--- src/rtl/el_scan_gen_if.sv ---
// Frame-RAM read port and EL panel strobes of the scan generator.
// Combinational bundle only: no latency and no backpressure.
interface el_scan_gen_if #(
    parameter int ADDR_W = 16
);
    logic              run;
    logic              bank_sel;
    logic [7:0]        pix_data;
    logic [ADDR_W-1:0] addr;
    logic              rdPix;
    logic              pixClk;
    logic              HS;
    logic              VS;
    logic              frame_start;
    logic              saver;

    modport master (
        input  run, bank_sel, pix_data,
        output addr, rdPix, pixClk, HS, VS, frame_start, saver
    );
    modport slave (
        output run, bank_sel, pix_data,
        input  addr, rdPix, pixClk, HS, VS, frame_start, saver
    );
endinterface

--- src/rtl/el_scan_gen.sv ---
// EL panel scan-timing generator: raster counters, RAM reads, strobes, dark-screen saver.
// Addresses lead the read strobe by one cycle; the panel cannot stall it, so there is no backpressure.
module el_scan_gen #(
    parameter int H_ACTIVE     = 80,
    parameter int H_BLANK      = 10,
    parameter int V_ACTIVE     = 240,
    parameter int RD_LAT       = 1,
    parameter int HS_POS       = 2,
    parameter int ADDR_W       = 16,
    parameter int LIT_THRESH   = 2,
    parameter int MIN_LIT      = 4,
    parameter int SAVER_FRAMES = 1000
) (
    input logic           clock_in,
    input logic           reset,
    el_scan_gen_if.master bus
);
    localparam int H_TOTAL = H_ACTIVE + H_BLANK;
    localparam int X_W     = $clog2(H_TOTAL);
    localparam int Y_W     = (V_ACTIVE > 1) ? $clog2(V_ACTIVE) : 1;
    localparam int D_W     = (SAVER_FRAMES > 0) ? $clog2(SAVER_FRAMES + 1) : 1;

    localparam logic [X_W-1:0]    X_LAST   = X_W'(H_TOTAL - 1);
    localparam logic [X_W-1:0]    X_ACT    = X_W'(H_ACTIVE);
    localparam logic [X_W-1:0]    X_RDEND  = X_W'(H_ACTIVE + RD_LAT);
    localparam logic [X_W-1:0]    X_PIX0   = X_W'(RD_LAT);
    localparam logic [X_W-1:0]    X_HS     = X_W'(H_ACTIVE + HS_POS);
    localparam logic [Y_W-1:0]    Y_LAST   = Y_W'(V_ACTIVE - 1);
    localparam logic [ADDR_W-1:0] BANK_OFS = ADDR_W'(H_ACTIVE * V_ACTIVE);
    localparam logic [ADDR_W-1:0] LINE_LEN = ADDR_W'(H_ACTIVE);
    localparam logic [7:0]        LIT_T    = 8'(LIT_THRESH);
    localparam logic [15:0]       MIN_L    = 16'(MIN_LIT);
    localparam logic [D_W-1:0]    DARK_MAX = D_W'(SAVER_FRAMES);

    typedef enum logic {
        IDLE = 1'b0,
        SCAN = 1'b1
    } state_t;

    state_t            state;
    state_t            stateNext;
    logic              startFrame;
    logic              ph;
    logic [X_W-1:0]    x;
    logic [Y_W-1:0]    y;
    logic [ADDR_W-1:0] addrQ;
    logic [ADDR_W-1:0] addrNext;
    logic              bank;
    logic [15:0]       litCnt;
    logic [D_W-1:0]    darkCnt;
    logic [D_W-1:0]    darkNext;
    logic              saverQ;
    logic              frameStartQ;
    logic              scanning;
    logic              frameEnd;
    logic              rdEn;
    logic              pixEn;
    logic              pixClkInt;
    logic              litHit;

    assign scanning  = (state == SCAN);
    assign frameEnd  = scanning & ph & (x == X_LAST) & (y == Y_LAST);
    assign rdEn      = (x < X_RDEND);
    assign pixEn     = (x >= X_PIX0) & (x < X_RDEND);
    assign pixClkInt = scanning & ph & pixEn;
    assign litHit    = pixClkInt & (bus.pix_data > LIT_T);
    assign addrNext  = (bank ? BANK_OFS : '0) + ADDR_W'(y) * LINE_LEN + ADDR_W'(x);

    // A frame with too few lit words pushes the dark count toward the saver limit.
    assign darkNext = (litCnt < MIN_L)
                    ? ((darkCnt == DARK_MAX) ? darkCnt : darkCnt + 1'b1)
                    : '0;

    always_ff @(posedge clock_in) begin
        if (reset) begin
            state <= IDLE;
        end else begin
            state <= stateNext;
        end
    end

    // run is only honoured in IDLE or on the last step of a frame.
    always_comb begin
        stateNext  = state;
        startFrame = 1'b0;
        case (state)
            IDLE: begin
                if (bus.run) begin
                    stateNext  = SCAN;
                    startFrame = 1'b1;
                end
            end
            SCAN: begin
                if (frameEnd) begin
                    if (bus.run) begin
                        startFrame = 1'b1;
                    end else begin
                        stateNext = IDLE;
                    end
                end
            end
            default: stateNext = IDLE;
        endcase
    end

    always_ff @(posedge clock_in) begin
        if (reset) begin
            ph          <= 1'b0;
            x           <= '0;
            y           <= '0;
            addrQ       <= '0;
            bank        <= 1'b0;
            litCnt      <= '0;
            darkCnt     <= '0;
            saverQ      <= 1'b0;
            frameStartQ <= 1'b0;
        end else begin
            frameStartQ <= startFrame;
            if (startFrame) begin
                bank <= bus.bank_sel;
            end
            if (scanning) begin
                ph <= ~ph;
                if (!ph && (x < X_ACT)) begin
                    addrQ <= addrNext;
                end
                if (ph) begin
                    if (x == X_LAST) begin
                        x <= '0;
                        y <= (y == Y_LAST) ? '0 : y + 1'b1;
                    end else begin
                        x <= x + 1'b1;
                    end
                end
            end else begin
                ph <= 1'b0;
            end
            // The last slot of a frame is always blank, so no lit word is lost here.
            if (frameEnd) begin
                litCnt  <= '0;
                darkCnt <= darkNext;
                saverQ  <= (darkNext == DARK_MAX);
            end else if (litHit && (litCnt != '1)) begin
                litCnt <= litCnt + 1'b1;
            end
        end
    end

    assign bus.addr        = addrQ;
    assign bus.rdPix       = scanning & ph & rdEn;
    assign bus.pixClk      = pixClkInt;
    assign bus.HS          = scanning & (x == X_HS);
    assign bus.VS          = scanning & (y == '0) & ~saverQ;
    assign bus.frame_start = frameStartQ;
    assign bus.saver       = saverQ;
endmodule

--- src/flat_wrapper.sv ---
// flat-port wrapper written by rule: the top's interface ports become plain ports
module el_scan_gen_flat 
#(
    parameter int H_ACTIVE     = 80,
    parameter int H_BLANK      = 10,
    parameter int V_ACTIVE     = 240,
    parameter int RD_LAT       = 1,
    parameter int HS_POS       = 2,
    parameter int ADDR_W       = 16,
    parameter int LIT_THRESH   = 2,
    parameter int MIN_LIT      = 4,
    parameter int SAVER_FRAMES = 1000
)
  (clock_in, reset, bus_run, bus_bank_sel, bus_pix_data, bus_addr, bus_rdPix, bus_pixClk, bus_HS, bus_VS, bus_frame_start, bus_saver);
  el_scan_gen_if #(.ADDR_W(ADDR_W)) bus_i ();
  input logic clock_in;
  input logic reset;
  input wire logic [$bits(bus_i.run)-1:0] bus_run;
  input wire logic [$bits(bus_i.bank_sel)-1:0] bus_bank_sel;
  input wire logic [$bits(bus_i.pix_data)-1:0] bus_pix_data;
  output wire logic [$bits(bus_i.addr)-1:0] bus_addr;
  output wire logic [$bits(bus_i.rdPix)-1:0] bus_rdPix;
  output wire logic [$bits(bus_i.pixClk)-1:0] bus_pixClk;
  output wire logic [$bits(bus_i.HS)-1:0] bus_HS;
  output wire logic [$bits(bus_i.VS)-1:0] bus_VS;
  output wire logic [$bits(bus_i.frame_start)-1:0] bus_frame_start;
  output wire logic [$bits(bus_i.saver)-1:0] bus_saver;
  assign bus_i.run = bus_run;
  assign bus_i.bank_sel = bus_bank_sel;
  assign bus_i.pix_data = bus_pix_data;
  assign bus_addr = bus_i.addr;
  assign bus_rdPix = bus_i.rdPix;
  assign bus_pixClk = bus_i.pixClk;
  assign bus_HS = bus_i.HS;
  assign bus_VS = bus_i.VS;
  assign bus_frame_start = bus_i.frame_start;
  assign bus_saver = bus_i.saver;
  el_scan_gen #(.H_ACTIVE(H_ACTIVE), .H_BLANK(H_BLANK), .V_ACTIVE(V_ACTIVE), .RD_LAT(RD_LAT), .HS_POS(HS_POS), .ADDR_W(ADDR_W), .LIT_THRESH(LIT_THRESH), .MIN_LIT(MIN_LIT), .SAVER_FRAMES(SAVER_FRAMES)) u_core (.clock_in(clock_in), .reset(reset), .bus(bus_i));
endmodule
--- config.mk ---
export PLATFORM = sky130hd
export DESIGN_NAME = el_scan_gen_flat
export DESIGN_NICKNAME = d
export VERILOG_FILES = /design/src/rtl/el_scan_gen_if.sv /design/src/rtl/el_scan_gen.sv /design/src/flat_wrapper.sv
export SDC_FILE = /design/constraint.sdc
export NUM_CORES = 1
export LEC_CHECK = 0
export ABC_AREA = 1
export BUFFER_PORTS_ARGS = -buffer_cell sky130_fd_sc_hd__buf_4
export CORE_MARGIN = 3
export CORE_UTILIZATION = 40
export DETAILED_ROUTE_END_ITERATION = 10
export PLACE_DENSITY = 0.54
export SYNTH_ARGS = -nofsm -noshare
export SYNTH_HDL_FRONTEND = slang
export SYNTH_SLANG_ARGS = --single-unit
export TNS_END_PERCENT = 50
--- constraint.sdc ---
create_clock -name clock_in -period 4.6 [get_ports clock_in]
set_input_delay 0.46 -clock clock_in [delete_from_list [all_inputs] [get_ports clock_in]]
set_output_delay 0.46 -clock clock_in [all_outputs]
set_load 0.005 [all_outputs]
* After elaboration in Yosys (flattened, before gate mapping)
Cells that the tools add are included.
** Storage, ports and cells
- Bits in registers :: 62
- Word-level logic and storage cells :: 60
** Cells by class
- Equal/unequal tests :: 6
- Bitwise gates (word level) :: 13
- Reductions and logical operators :: 9
- Order comparisons :: 5
- Add/sub/neg operators :: 6
- Mux-type cells :: 10
- Multiply operators :: 1
** Operator list (count)
- == test 10 bit (second input constant) :: 2
- two-way mux 10 bit :: 2
- adder 16 x 1 -> 16 bit (second input constant) :: 1
- adder 16 x 15 -> 16 bit :: 1
- adder 16 x 7 -> 16 bit :: 1
- < comparator 16 x 3 -> 1 bit (second input constant) :: 1
- inequality test 16 bit (second input constant) :: 1
- two-way mux 15 bit :: 1
- == test 7 bit (second input constant) :: 2
- < comparator 7 bit (second input constant) :: 2
- multiplier 8 x 3 -> 11 bit (second input constant) :: 1
- adder 10 x 1 -> 10 bit (second input constant) :: 1
- AND 1 bit :: 10
- adder 8 x 1 -> 8 bit (second input constant) :: 1
- == test 8 bit (second input constant) :: 1
- > comparator 8 x 2 -> 1 bit (second input constant) :: 1
- zero test 8 bit :: 1
- two-way mux 8 bit :: 1
- adder 7 x 1 -> 7 bit (second input constant) :: 1
- greater-or-equal comparator 7 x 1 -> 1 bit (second input constant) :: 1
- two-way mux 7 bit :: 1
- case mux 1 bit (2 select lines) :: 2
- AND reduction 2 bit :: 2
- OR reduction 2 bit :: 2
- 5 further kinds :: 10

* Depth between registers and ports, before layout
- Word-level depth :: 5
- Depth in mapped cells :: 15
- Mapped depth without buffers :: 15

* Least setup slack after synthesis
Ideal clock, no wire load.
- Kind :: register to register
- From :: reg u_core.y[1]
- To :: reg u_core.addrQ[14] (netlist: u_core.bus.addr[14])
- Setup time :: 109 ps
- Stages on the path, launching flop included :: 13
- Path slack :: 1933 ps
- Arrival :: 2558 ps
- Path through :: dfxtp_1 -> ha_1 -> ha_1 -> fa_1 -> xor2_1 -> ha_1 -> a21oi_1 -> a21boi_0 -> o21bai_1 -> nand3_1 -> nand3_1 -> nand2_1 -> inv_1
** Between the ends
- Longest elaborated chain between the ends :: 3
** RTL lines
- from (decl) :: line el_scan_gen.sv:45 : logic [Y_W-1:0] y;
- from (signal assigned) :: line el_scan_gen.sv:130 : y <= (y == Y_LAST) ? '0 : y + 1'b1;
- multiplier 8 x 3 -> 11 bit :: line el_scan_gen.sv:67 : assign addrNext = (bank ? BANK_OFS : '0) + ADDR_W'(y) * LINE_LEN + ADDR_W'(x);
- adder 16 x 15 -> 16 bit :: line el_scan_gen.sv:67
- adder 16 x 7 -> 16 bit :: line el_scan_gen.sv:67
- to (signal assigned) :: line el_scan_gen.sv:125 : addrQ <= addrNext;
- to (decl) :: line el_scan_gen.sv:46 : logic [ADDR_W-1:0] addrQ;
Every way passes these cells.
A chain may end at the register's enable or synchronous reset.

* Final worst setup path
- From :: reg u_core.y[3]
- To :: reg u_core.addrQ[12] (netlist: u_core.bus.addr[12])
Same word-level chain as after synthesis.

==> results.txt <==
The die outline width is 106 um. The fmax is 0.350 GHz. The floorplan has 35 rows. Data on the critical path arrives at its endpoint at 3090 ps. The number of detailed-routing iterations run before antenna repair came out at 4. The area of the placeable core is 9460 um2. The min-delay analysis places its worst path in the category primary input to flop. By instance count, the cell type seen most on the critical path is ha_1. The starting density of the core is 41.9%. In the synthesized netlist the dominant register cell turns out to be dfxtp_1. The portion of the clock cycle consumed by the worst path in the final layout is 62.1%.

Setup repair after global routing left no endpoint under its margin. The number of global-route vias before repair was 3,299. The run finished with clean final reports. The post-route setup TNS is 0 ps. The share of the Yosys chip area taken by registers is approximately 31%. Synthesis produced a netlist whose cell count is 556. The cell sitting at the root of the clock tree is a clkbuf_8. The initial antenna violation count is 0. The net count of the finished layout is roughly 630. The number of I/O port buffers came out at 33. The total of max-cap violations came out at 0. Traced cell by cell, the critical path runs through ha_1 > ha_1 > fa_1 > xor2_1 > ha_1 > a21oi_1 > a21boi_0 > o21bai_1 > xor2_1 > a21oi_1. The total design power came out at 0.00118 W. The register bit count reported by yosys is 62. In this run the post-CTS setup repair buffer count came out at 0. The clock buffer count from CTS is 9. Counting tap cells, the placed design contains a total of 709 instances. The number of buffers on the longest clock path came out at 2. Wires add up to 8960 um. The boundary pin count is 34. TritonCTS built the clock tree. For this run, the number of Yosys warnings is 0. The weighted congestion at the end of routability-driven global placement is between 0.8 and 0.9. Synthesis produced a netlist with a net count of 597.

The clock-pin slew on the worst setup and hold paths is roughly 80 ps. The proportion of register bits with asynchronous set or reset after synthesis is 0%. The floorplan die area came out at 11,200 um2.

The synthesis-to-layout area growth came out at 14.2%. The finished cells cover between 4000 and 5000 um2. The later pin in the worst-skew pair is clocked with a latency of 340 ps. In this run the vertical extent of the chip is 106 um. The largest individual stage delay along the critical path comes from the cell fa_1. The biggest fanout along the worst timing path came out at 5. The number of different library cells used by synthesis comes to 41. In the routed design, unresolved DRC markers number 0. The number of antenna-violating nets in the routed design came out at 0.

The cell family contributing the most delay on the critical path is adder cells. The worst path in the final design needs a cycle of 2860 ps, including I/O delays and setup. Dividing the detail-routed wire length by the instance count gives 12.4 um. The detailed-placement wirelength estimate is 6640 um. The depth of the CTS H-tree is 3. The first global-routing pass estimated ~15,000 um of wire. The startpoint class of the critical path is a flop. The post-CTS resize count came out at 0.

The count of final hold-check violations came out at 0. The diode insertion count for antenna repair came out at 0. The worst slew margin relative to its limit came out at 50.5%. After synthesis the cells add up to between 3000 and 4000 um2. For this design the ratio of total power to cell area is 261 nW/um2.

The number of flops mapped to enable cells by yosys came out at 0. The total global routing track utilization is 16.6%. The total count of max-transition violations in the final report was 0. The worst voltage drop across the vdd grid is 0.155 mV. For this block, the initial DRC count from the detailed router was 143. The quantity of hold-fixing buffers added after cts is 0. The number of standard cells in the layout, taps in and fillers out is 725. The commonest cells after synthesis are nand2_1, inv_1, nor2_1. The worst setup path is captured at a flop. The top cell type by area accounts for 31.3% of the synthesized area.

In this run the mean area of a mapped cell was 7.14 um2. The largest total area in the synthesized netlist belongs to dfxtp_1. Once placement finished, the instance area stood at about 4300 um2.

The transition time at the pin with the least slew margin came out at 743 ps. For this run, the share of the core covered by cells in the final layout is a little under half. Global routing finished with a remaining overflow of 0.

The buffering stage count on the worst path with inverters included is 0. In this run the register-to-register setup slack is approximately 1700 ps. The leakage power figure came out at 1.97 nW. STA puts the critical path data required time at 4830 ps. The critical path is of the flop to flop type. The via total after detailed routing is 3,533.

The clock sink total came out at just over 60. The share of layout cells above drive strength 1 is between 10% and 20%. Setup violations remaining at the end of the flow were counted as 0.

Entering global routing, the biggest net connects 29 pins. The most common cell in the synthesized netlist is nand2_1. The per-cell via count in the routed design is 4.87. The clock skew came out at 11.7 ps.

By area the synthesized netlist is led by dfxtp_1, nand2_1, ha_1. The delay of the slowest critical-path stage is about 430 ps.
power by group:
group,total (W),switching [W],leakage [nW],internal (W)
logic,0.0000794,0.0000441,1.36,0.0000353
registers,0.000559,0.00000853,0.503,0.000550
clock network,0.000543,0.000236,0.109,0.000307
through the flow:
step | worst slack [ps] | hold slack (ps)
3_3_place_gp | 1750 | 482
4_1_cts | 1710 | 324
5_1_grt | 1470 | 325
2_1_floorplan | 1930 | 459
3_5_place_dp | 1710 | 480
6_report | 1740 | 337
worst min-delay path: stages:
cell and delay, ps:
buf_4 80, a21oi_1 30, nor2_1 60
cell usage in the layout (no fill, tap or decap), drive strengths merged:
| cell type | count |
|---|---|
| nand3 | 57 |
| clkinvlp | 1 |
| o21a | 1 |
| and2 | 1 |
| inv | 76 |
| o31ai | 1 |
| o21ai | 24 |
| xnor2 | 7 |
| o21bai | 1 |
| a21boi | 1 |
| bufinv | 2 |
| nor4 | 3 |
| o211ai | 1 |
| nand3b | 2 |
| nand2 | 109 |
| buf | 34 |
| a211oi | 3 |
| o22ai | 9 |
| or2 | 1 |
| a21oi | 42 |
| xor2 | 19 |
| ha | 27 |
| a31oi | 2 |
| dfxtp | 62 |
| nor3b | 1 |
| nor3 | 13 |
| nand4 | 13 |
| nor2 | 66 |
| clkbuf | 9 |
| o211a | 1 |
| fa | 2 |
| clkinv | 5 |
sequential cells by signal, indices dropped and copies added, names as in the netlist:
signal / count
u_core.scanning: 1
u_core.y: 8
u_core.ph: 1
u_core.bus.saver: 1
u_core.x: 7
u_core.darkCnt: 10
u_core.bus.frame_start: 1
u_core.bus.addr: 16
u_core.bank: 1
u_core.litCnt: 16
area by class of cell:
type	instances	area [um2]
well taps	129	161
multi-input cells	407	2360
flip-flops and latches	62	1240
inverters	77	289
repair buffers	34	255
fillers	999	4930
clock buffers	9	124
clock inverters	7	98.8
cells by family (layout without fill, tap and decap cells):
logic type / count (synthesis) / count (layout) / share of synthesized area, %
fa+ha+maj: 29 / 29 / 9.52
flops: 62 / 62 / 31.3
simple gates: 266 / 266 / 31.4
buf+inv: 87 / 127 / 9.24
compound gates: 86 / 86 / 12.8
xor+xnor: 26 / 26 / 5.74
routing by layer:
metal / wire length [um] / part of all wire [%] / up-vias / global-route usage, %
met1: 4510 / 50 / 1578 / 22.3
met3: 269 / 3.0 / 7 / 3.98
met5: 0 / 0 / - / 0
li1: - / - / 1901 / -
met2: 4110 / 46 / 47 / 26.4
met4: 79 / 0.88 / 0 / 5.00
final timing paths:
path / from / to / depth (start not counted)
worst min register to register: u_core.ph$_SDFF_PP0_ / u_core.ph$_SDFF_PP0_ / 1
worst min-delay path: bus_run / u_core.scanning$_SDFF_PP0_ / 3
worst max-delay path: u_core.y[3]$_SDFFE_PP0P_ / u_core.bus.addr[12]$_SDFFE_PP0P_ / 10
worst max register to register: u_core.y[3]$_SDFFE_PP0P_ / u_core.bus.addr[12]$_SDFFE_PP0P_ / 10
(Power assumes the default switching activity.)
